## config.mk

```make
export PLATFORM = sky130hd
export DESIGN_NAME = asymmetric_dist_ram_flat
export DESIGN_NICKNAME = d
export VERILOG_FILES = /design/src/rtl/asymmetric_dist_ram_pkg.sv /design/src/rtl/asymmetric_dist_ram_if.sv /design/src/rtl/asymmetric_dist_ram_lane.sv /design/src/rtl/asymmetric_dist_ram.sv /design/src/flat_wrapper.sv
export SDC_FILE = /design/constraint.sdc
export NUM_CORES = 2
export LEC_CHECK = 0
export CORE_MARGIN = 5
export CORE_UTILIZATION = 63
export CTS_BUF_LIST = sky130_fd_sc_hd__clkbuf_8
export CTS_CLUSTER_SIZE = 30
export DETAILED_ROUTE_END_ITERATION = 10
export GPL_TIMING_DRIVEN = 0
export PLACE_DENSITY_LB_ADDON = 0.12
export SLEW_MARGIN = 20
export SYNTH_ARGS = -nofsm -noshare
export SYNTH_HDL_FRONTEND = slang
export SYNTH_SLANG_ARGS = --single-unit
```

## constraint.sdc

```tcl
create_clock -name clk -period 13.35 [get_ports clk]
set_input_delay 2.0025 -clock clk [delete_from_list [all_inputs] [get_ports clk]]
set_output_delay 2.0025 -clock clk [all_outputs]
set_load 0.005 [all_outputs]
```

## src/rtl/asymmetric_dist_ram_pkg.sv

```systemverilog
// Shared constants and helpers so the width-down FIFO and its RAM agree
// on ratio and address widths.
package asymmetric_dist_ram_pkg;

    localparam int DEF_WIDTH_IN  = 64;
    localparam int DEF_WIDTH_OUT = 8;
    localparam int DEF_DEPTH_IN  = 32;

    // Number of bits needed to represent x (log2(31) = 5, log2(255) = 8).
    function automatic int log2(input int x);
        int r;
        r = 0;
        for (int v = x; v > 0; v = v >> 1) begin
            r = r + 1;
        end
        return r;
    endfunction

    function automatic int ratio_of(input int width_in, input int width_out);
        return width_in / width_out;
    endfunction

    // Lane-select bits. RATIO is a power of two of at least 2.
    function automatic int log2_ratio_of(input int width_in, input int width_out);
        return log2(ratio_of(width_in, width_out) - 1);
    endfunction

    function automatic int in_addr_width(input int depth_in);
        return log2(depth_in - 1);
    endfunction

    function automatic int out_addr_width(input int width_in, input int width_out,
                                          input int depth_in);
        return log2(depth_in * ratio_of(width_in, width_out) - 1);
    endfunction

endpackage

```

## src/rtl/asymmetric_dist_ram_if.sv

```systemverilog
// Bus between the FIFO pointer logic (master) and the storage array (slave).
// There is no valid/ready handshake: a write is qualified only by we at the
// rising clk edge, and q is always valid as a combinational function of raddr
// and the array contents.
interface asymmetric_dist_ram_if
    import asymmetric_dist_ram_pkg::*;
#(
    parameter int WIDTH_IN  = DEF_WIDTH_IN,
    parameter int WIDTH_OUT = DEF_WIDTH_OUT,
    parameter int DEPTH_IN  = DEF_DEPTH_IN
);
    localparam int DEPTH_IN_ADDR_WIDTH  = in_addr_width(DEPTH_IN);
    localparam int DEPTH_OUT_ADDR_WIDTH = out_addr_width(WIDTH_IN, WIDTH_OUT, DEPTH_IN);

    logic                            we;
    logic [DEPTH_IN_ADDR_WIDTH-1:0]  waddr;
    logic [WIDTH_IN-1:0]             d;
    logic [DEPTH_OUT_ADDR_WIDTH-1:0] raddr;
    logic [WIDTH_OUT-1:0]            q;

    modport master (output we, output waddr, output d, output raddr, input q);
    modport slave  (input we, input waddr, input d, input raddr, output q);

endinterface

```

## src/rtl/asymmetric_dist_ram_lane.sv

```systemverilog
// One lane of the asymmetric RAM: DEPTH x WIDTH, synchronous write,
// asynchronous read, no output register so it maps onto LUT RAM.
// Contents start at zero from configuration; there is no array reset.
module dist_ram_lane #(
    parameter int WIDTH = 8,
    parameter int DEPTH = 32,
    parameter int AW    = 5
) (
    input  logic             clk,
    input  logic             rst,
    input  logic             we,
    input  logic [AW-1:0]    waddr,
    input  logic [WIDTH-1:0] d,
    input  logic [AW-1:0]    raddr,
    output logic [WIDTH-1:0] q
);

    logic [WIDTH-1:0] mem [DEPTH];

    // Write port: reset only blocks the write, it never clears the array.
    always_ff @(posedge clk) begin
        if (we && !rst) begin
            mem[waddr] <= d;
        end
    end

    // Read port: zero latency, so new data is visible right after the edge.
    always_comb begin
        q = mem[raddr];
    end

endmodule

```

## src/rtl/asymmetric_dist_ram.sv

```systemverilog
// Wide-write / narrow-read distributed RAM used as the storage of the
// width-down FIFO. Built from RATIO lanes; lane 0 holds the least-significant
// slice so sequential narrow reads return each word little-end first.
module asymmetric_dist_ram
    import asymmetric_dist_ram_pkg::*;
#(
    parameter int WIDTH_IN  = DEF_WIDTH_IN,
    parameter int WIDTH_OUT = DEF_WIDTH_OUT,
    parameter int DEPTH_IN  = DEF_DEPTH_IN
) (
    input logic                  clk,
    input logic                  rst,
    asymmetric_dist_ram_if.slave bus
);

    localparam int RATIO                = ratio_of(WIDTH_IN, WIDTH_OUT);
    localparam int LOG2_RATIO           = log2_ratio_of(WIDTH_IN, WIDTH_OUT);
    localparam int DEPTH_OUT            = DEPTH_IN * RATIO;
    localparam int DEPTH_IN_ADDR_WIDTH  = in_addr_width(DEPTH_IN);
    localparam int DEPTH_OUT_ADDR_WIDTH = out_addr_width(WIDTH_IN, WIDTH_OUT, DEPTH_IN);

    logic [DEPTH_IN_ADDR_WIDTH-1:0] rword;
    logic [LOG2_RATIO-1:0]          rlane;
    logic [WIDTH_OUT-1:0]           lane_q [RATIO];

    assign rword = bus.raddr[DEPTH_OUT_ADDR_WIDTH-1:LOG2_RATIO];
    assign rlane = bus.raddr[LOG2_RATIO-1:0];

    for (genvar k = 0; k < RATIO; k++) begin : g_lane
        dist_ram_lane #(
            .WIDTH (WIDTH_OUT),
            .DEPTH (DEPTH_IN),
            .AW    (DEPTH_IN_ADDR_WIDTH)
        ) u_lane (
            .clk   (clk),
            .rst   (rst),
            .we    (bus.we),
            .waddr (bus.waddr),
            .d     (bus.d[k*WIDTH_OUT +: WIDTH_OUT]),
            .raddr (rword),
            .q     (lane_q[k])
        );
    end

    // RATIO:1 mux picks the addressed sub-word from the lane outputs.
    always_comb begin
        bus.q = lane_q[rlane];
    end

endmodule

```

## src/flat_wrapper.sv

```systemverilog
// flat-port wrapper written by rule: the top's interface ports become plain ports
module asymmetric_dist_ram_flat import asymmetric_dist_ram_pkg::*;
#(
    parameter int WIDTH_IN  = DEF_WIDTH_IN,
    parameter int WIDTH_OUT = DEF_WIDTH_OUT,
    parameter int DEPTH_IN  = DEF_DEPTH_IN
)
  (clk, rst, bus_we, bus_waddr, bus_d, bus_raddr, bus_q);
  asymmetric_dist_ram_if #(.WIDTH_IN(WIDTH_IN), .WIDTH_OUT(WIDTH_OUT), .DEPTH_IN(DEPTH_IN)) bus_i ();
  input logic clk;
  input logic rst;
  input wire logic [$bits(bus_i.we)-1:0] bus_we;
  input wire logic [$bits(bus_i.waddr)-1:0] bus_waddr;
  input wire logic [$bits(bus_i.d)-1:0] bus_d;
  input wire logic [$bits(bus_i.raddr)-1:0] bus_raddr;
  output wire logic [$bits(bus_i.q)-1:0] bus_q;
  assign bus_i.we = bus_we;
  assign bus_i.waddr = bus_waddr;
  assign bus_i.d = bus_d;
  assign bus_i.raddr = bus_raddr;
  assign bus_q = bus_i.q;
  asymmetric_dist_ram #(.WIDTH_IN(WIDTH_IN), .WIDTH_OUT(WIDTH_OUT), .DEPTH_IN(DEPTH_IN)) u_core (.clk(clk), .rst(rst), .bus(bus_i));
endmodule
```

# Word level (Yosys, flattened, before mapping)
# Memories as Yosys holds them, arrays and structs flattened.
# Index checks and enable logic that the tools add are counted.
op_classes:
  n_mux: 5
  magnitude_cmp: 1
  reduce_logical: 2
  bitwise: 1
op_table:
  columns: ["op", "count"]
  rows:
  - ["$bmux W8 S3", 1]
  - ["$mux W8", 2]
  - ["$ge A4 B4 Y1 const B", 1]
  - ["$not A3 Y4", 1]
  - ["$mux W1", 2]
  - ["$logic_and A1 B1 Y1", 1]
  - ["$logic_not A1 Y1", 1]
totals:
  ff_bits: 0
  elab_cells: 17
  ramBits: 2048
  out_inout_bits: 8
  input_bits: 80
  memories: 8
memory_table:
  columns: ["memory", "words", "word_bits", "rd", "rd_clocked_by_memory_dff", "wr", "line_no", "text"]
  rows:
  - ["u_core.g_lane[0].u_lane.mem", 32, 8, 1, 0, 1, "asymmetric_dist_ram_lane.sv:18", "logic [WIDTH-1:0] mem [DEPTH];"]
  - ["u_core.g_lane[1].u_lane.mem", 32, 8, 1, 0, 1, "asymmetric_dist_ram_lane.sv:18", null]
  - ["u_core.g_lane[2].u_lane.mem", 32, 8, 1, 0, 1, "asymmetric_dist_ram_lane.sv:18", null]
  - ["u_core.g_lane[3].u_lane.mem", 32, 8, 1, 0, 1, "asymmetric_dist_ram_lane.sv:18", null]
  - ["u_core.g_lane[4].u_lane.mem", 32, 8, 1, 0, 1, "asymmetric_dist_ram_lane.sv:18", null]
  - ["u_core.g_lane[5].u_lane.mem", 32, 8, 1, 0, 1, "asymmetric_dist_ram_lane.sv:18", null]
  - ["+2 memories", null, null, null, null, null, null, null]

# Longest topological paths before layout
depth:
  ltp_word: 4
  mapped_depth: 11
  mapped_depth_nobuf: 6

# Cells and area by module
# From an unflattened synthesis, not the netlist that was laid out.
hier_totals:
  hier_cells: 3317
  hier_area_um2: 80006.7
modules_own_cells:
  columns: ["mod", "area_per_inst_um2", "seq_area_each_um2", "n_inst", "cells_each"]
  rows:
  - ["dist_ram_lane", 9932.0, 7687.4, 8, 411]
  - ["asymmetric_dist_ram", 550.5, 0.0, 1, 29]

# Least setup slack after synthesis
# No wires, ideal clock.
synth_path:
  path_type: "input-to-reg"
  from: "input rst"
  to: "memory u_core.g_lane[0].u_lane.mem[14][0], enable pin"
  setup_ps: 486
  setup_slack_ps: 7401
  t_required_ps: 12864
  arrival_ps: 5462
  stages: 4
  path_buffers: 1
  cell_sequence: "nand2b_1 > or3b_2 > clkbuf_1 > nor2_1"
synth_via:
  elab_chain_cells: 4
synth_rtl:
  columns: ["element", "line_no", "text"]
  rows:
  - ["start: declaration", "flat_wrapper.sv:11", "input logic rst;"]
  - ["$logic_not A1 Y1", "asymmetric_dist_ram_lane.sv:22", "if (we && !rst) begin"]
  - ["$logic_and A1 B1 Y1", "asymmetric_dist_ram_lane.sv:22", null]
  - ["$mux W1", "asymmetric_dist_ram_lane.sv:22", null]
  - ["$mux W1 (not written as such)", "asymmetric_dist_ram_lane.sv:23", "mem[waddr] <= d;"]
  - ["end: declaration", "asymmetric_dist_ram_lane.sv:18", null]
# No other way between the ends.

# Worst setup path after layout
layout_path:
  from: "input bus_raddr[7]"
  to: "output bus_q[7]"
layout_via:
  elab_chain_cells: 4
  word_cells_on_any_way: 11
  cone_classes: "3 x mux; 8 x memory"
layout_rtl:
  columns: ["element", "line_no", "text"]
  rows:
  - ["start: declaration", "flat_wrapper.sv:15", "input wire logic [$bits(bus_i.raddr)-1:0] bus_raddr;"]
  - ["$mem_v2 Z32 W8", null, null]
  - ["$bmux W8 S3 (*)", "asymmetric_dist_ram.sv:47", "bus.q = lane_q[rlane];"]
  - ["$mux W8 (not written as such) (*) (2 in series)", "asymmetric_dist_ram.sv:47", null]
  - ["end: declaration", "flat_wrapper.sv:16", "output wire logic [$bits(bus_i.q)-1:0] bus_q;"]
# Every way passes the cells marked *; elsewhere a longest branch is shown, timed or not. The select of a mux whose other input is x is not followed.

==> results.md <==
Status:
- The flow ran to the end, and the final reports show no timing, DRC or antenna violations.

Timing:
- Based on the critical path, the design can be clocked at up to 102.4 MHz.
- The number of slew-limit violations in the final report is 0.
- The minimum clock period after layout is 9.768 ns.
- The minimum setup slack in the final design is 3.582 ns.
- The actual slew at the worst max-slew pin is 1.302 ns.
- The number of endpoints with negative hold slack in the final report is 0.
- The final setup TNS is 0 ns.
- Setup repair after global routing left no endpoint under its margin.
- The tightest slew margin relative to the limit is 0.1317.
- Of the available clock period, the critical path in the final layout requires 0.7317.
- The total setup violations reported at the end of the flow is 0.

Synthesis:
- The fraction of registers with async set/reset is 0.
- The yosys synthesis warning count is 0.
- The post-synthesis instance area is 78320 um2.
- The post-synthesis average cell area is 22.89 um2.
- The fraction of the yosys area taken by sequential cells is 0.7853.
- Synthesis produced a netlist whose cell count is 3422.
- The synthesized design contains just over 2000 register bits.
- The primary flip-flop cell chosen by synthesis mapping is sky130_fd_sc_hd__edfxtp_1.
- The number of flops mapped to enable cells by yosys is 2048.
- The number of different library cells used by synthesis comes to 65.
- Synthesis produced a netlist with a net count of between 3000 and 4000.

Floorplanning:
- The horizontal die dimension is 362.6 um.
- The number of cell rows is 129.
- The die outline height is 362.6 um.
- The core region is between 100000 and 150000 um2.
- The die area is 131500 um2.
- The initial utilization of the core area, before any placement, comes to 0.6334.
- 88 I/O pins were placed.

Setup path:
- The signal on the critical path passes through clkdlybuf4s50_1 -> buf_2 -> clkbuf_1 -> nand2_1 -> a21oi_1 -> nor4_1 -> nor4_1 -> clkdlybuf4s50_1.
- STA puts the critical path data required time at 11.35 ns.
- The worst path buffer plus inverter count is 4.
- For this run, the slowest stage of the critical path takes 1.07 ns.
- The largest individual stage delay along the critical path comes from the cell sky130_fd_sc_hd__nor4_1.
- The cell family contributing the most delay on the critical path is buffers and inverters.
- Data on the critical path arrives at its endpoint at 7.77 ns.
- The worst setup path is launched from a primary input.
- The maximum net fanout on the critical path is 10.
- The worst setup path is captured at an output port.
- The classification of the worst setup path is in -> out.

Layout:
- More flip-flops sit in one register than any other, and that register is u_core.g_lane.u_lane.mem.
- The layout overhead on the synthesized area is 14.86%.
- The flip-flop count of the largest register after layout is 2048.
- The final-stage net count is roughly 4000.
- The area of all placed cells without fillers is 89950 um2.
- The fill cell instance count of the final layout is between 6000 and 7000.
- In the final layout, the registers with the most flip-flops are u_core.g_lane.u_lane.mem x2048.
- The final standard cell count with taps included and fillers excluded is 5848.
- The fraction of layout cells with a size suffix above 1 is 0.2766.

Power and ir drop:
- The internal power of the cells totals 9.770 mW.
- The combinational cell fraction of total power is 0.058.
- The share of total power dissipated in sequential elements is 0.564.
- The power per standard cell area is 140.7 nW/um2.
- The switching fraction of total power is 0.2283.
- In this run the power spent charging and discharging nets is ~2.9 mW.
- The peak supply drop is 0.1273 mV.
- Of the total power, the clock network draws 0.378.
- The leakage power figure is between 20 and 30 nW.

Placement:
- After detailed placement, the total cell area comes to 84380 um2.
- The HPWL after detailed placement is 156.3 mm.
- During placement, the flow inserted port buffers numbering slightly above 80.
- The number of placed instances, taps included, is 5277.
- The worst setup slack after placement is 3.971 ns.
- The congestion estimate from routability-driven global placement came to 0.8961.

GRT:
- The global-route congestion overflow total is 0.
- In the global route stage, overall resource usage came out at 0.3575.
- The global-route wire length before repair is 320.0 mm.
- The pin count of the biggest net entering global routing is 33.
- The initial antenna violation count came to 21.
- The number of global-route vias before repair is 41798.

Clock tree:
- The H-tree generated during clock tree synthesis spans 5 levels.
- The register clock-pin slew on the reported worst setup and hold paths is approximately 0.060 ns.
- In this run, post-CTS hold repair placed 0 buffers.
- For this design, the sink count on the clock tree is 2048.
- The maximum buffer depth of the clock tree is 4.
- In this run, post-CTS repair resized a total of 0 instances.
- TritonCTS built the clock tree.
- Counting the buffers created by CTS gives around 330.
- The post-CTS setup repair buffer count is 0.
- In this run the clock root is driven by a sky130_fd_sc_hd__clkbuf_8.

Detailed routing:
- Summed over all layers, the routed wires come to 232.9 mm.
- Dividing the detail-routed wire length by the instance count gives 39.82 um.
- The detailed-route DRC error count is 0.
- The via count is 42085.
- The number of vias per cell is around 7.
- The number of DRC markers in iteration 0 is 7417.
- Once detail routing completed, the nets flagged for antenna violations numbered 0.
- For this run, the detailed router's first-pass iteration total came to 7.

Min path:
- The type of the worst min-delay path is in -> reg.

Flow run:
- Max-cap violations in this run came to 0.
-- cell type report --
cell class / instances / area (um2) / share of cell area
clock buffers: 338 / 4652 / 0.05172
plain buffers: 190 / 1389 / 0.01544
flip-flops and latches: 2048 / 61500 / 0.6837
multi-input cells: 1179 / 15690 / 0.1745
repair buffers: 218 / 3636 / 0.04042
well taps: 1637 / 2048 / 0.02277
clock inverters: 223 / 989.7 / 0.01100
diodes: 10 / 25.02 / 0.0002782
inverters: 5 / 18.77 / 0.0002086
-- through the flow --
stage	util	total power, mW	hold WS, ns
5_1_grt	0.7274	13.01	1.497
2_1_floorplan	-	7.616	2.101
6_report	0.7275	12.66	1.498
4_1_cts	0.7281	12.66	1.514
3_3_place_gp	0.6567	7.955	3.155
3_5_place_dp	0.6825	7.989	2.655
-- cells in the mapped netlist (all sizes together) (19+ instances only) --
library cell / n / share of area
edfxtp: 2048 / 0.79
mux4: 451 / 0.13
a22oi: 164 / 0.016
mux2i: 135 / 0.017
buf: 130 / 0.015
a21oi: 94 / 0.0060
clkbuf: 60 / 0.0030
nor2: 54 / 0.0026
o221ai: 32 / 0.0036
nand2: 27 / 0.0013
o21ai: 27 / 0.0017
nor4: 25 / 0.0022
o22ai: 19 / 0.0015
-- layout by cell type (no fill, tap or decap), types with 16 or more instances in the layout --
cell	instances
sky130_fd_sc_hd__clkinv_2	30
sky130_fd_sc_hd__edfxtp_1	2048
sky130_fd_sc_hd__buf_2	74
sky130_fd_sc_hd__nor2_4	32
sky130_fd_sc_hd__mux4_2	434
sky130_fd_sc_hd__mux2i_1	135
sky130_fd_sc_hd__buf_16	39
sky130_fd_sc_hd__nor2_1	22
sky130_fd_sc_hd__o221ai_1	32
sky130_fd_sc_hd__mux4_1	17
sky130_fd_sc_hd__buf_12	97
sky130_fd_sc_hd__clkbuf_1	51
sky130_fd_sc_hd__clkinv_1	85
sky130_fd_sc_hd__buf_6	24
sky130_fd_sc_hd__o21ai_0	25
sky130_fd_sc_hd__nand2_1	27
sky130_fd_sc_hd__clkbuf_8	338
sky130_fd_sc_hd__o22ai_1	19
sky130_fd_sc_hd__nor4_1	19
sky130_fd_sc_hd__clkdlybuf4s50_1	62
sky130_fd_sc_hd__a21oi_1	94
sky130_fd_sc_hd__inv_1	100
sky130_fd_sc_hd__buf_8	16
sky130_fd_sc_hd__a22oi_1	164
sky130_fd_sc_hd__buf_4	35
-- final timing paths --
check             slack [ns]  depth (start not counted)    startpoint                                 to
setup / recovery        3.58                          8  bus_raddr[7]                           bus_q[7]
hold / removal          1.50                          1     bus_d[46]  u_core.g_lane[5].u_lane.mem[7][6]
-- routing by layer --
metal  part of all wire  wire length [um]  global-route usage
met3               0.15             34940              0.1292
met1               0.34             78670              0.4803
met5            0.00077               179            0.005084
met4              0.056             13130              0.1685
met2               0.46            106000              0.5336
-- kinds of logic after synthesis --
logic type | Yosys count | share of synthesized area
flip-flops | 2048 | 0.7853
buffers and inverters | 195 | 0.01786
multiplexers | 588 | 0.1481
AO/OA/AOI/OAI | 417 | 0.03700
AND/OR/NAND/NOR | 174 | 0.01181
-- power by group through the flow --
stage,sequential (mW),combinational [mW],clock (mW)
CTS,7.14,0.720,4.81
detailed placement,7.27,0.717,0
finish,7.14,0.737,4.79
global route,7.13,0.752,5.13
global placement,7.27,0.681,0
floorplan,7.26,0.351,0
Note: power is estimated with default switching activity, not from simulation.
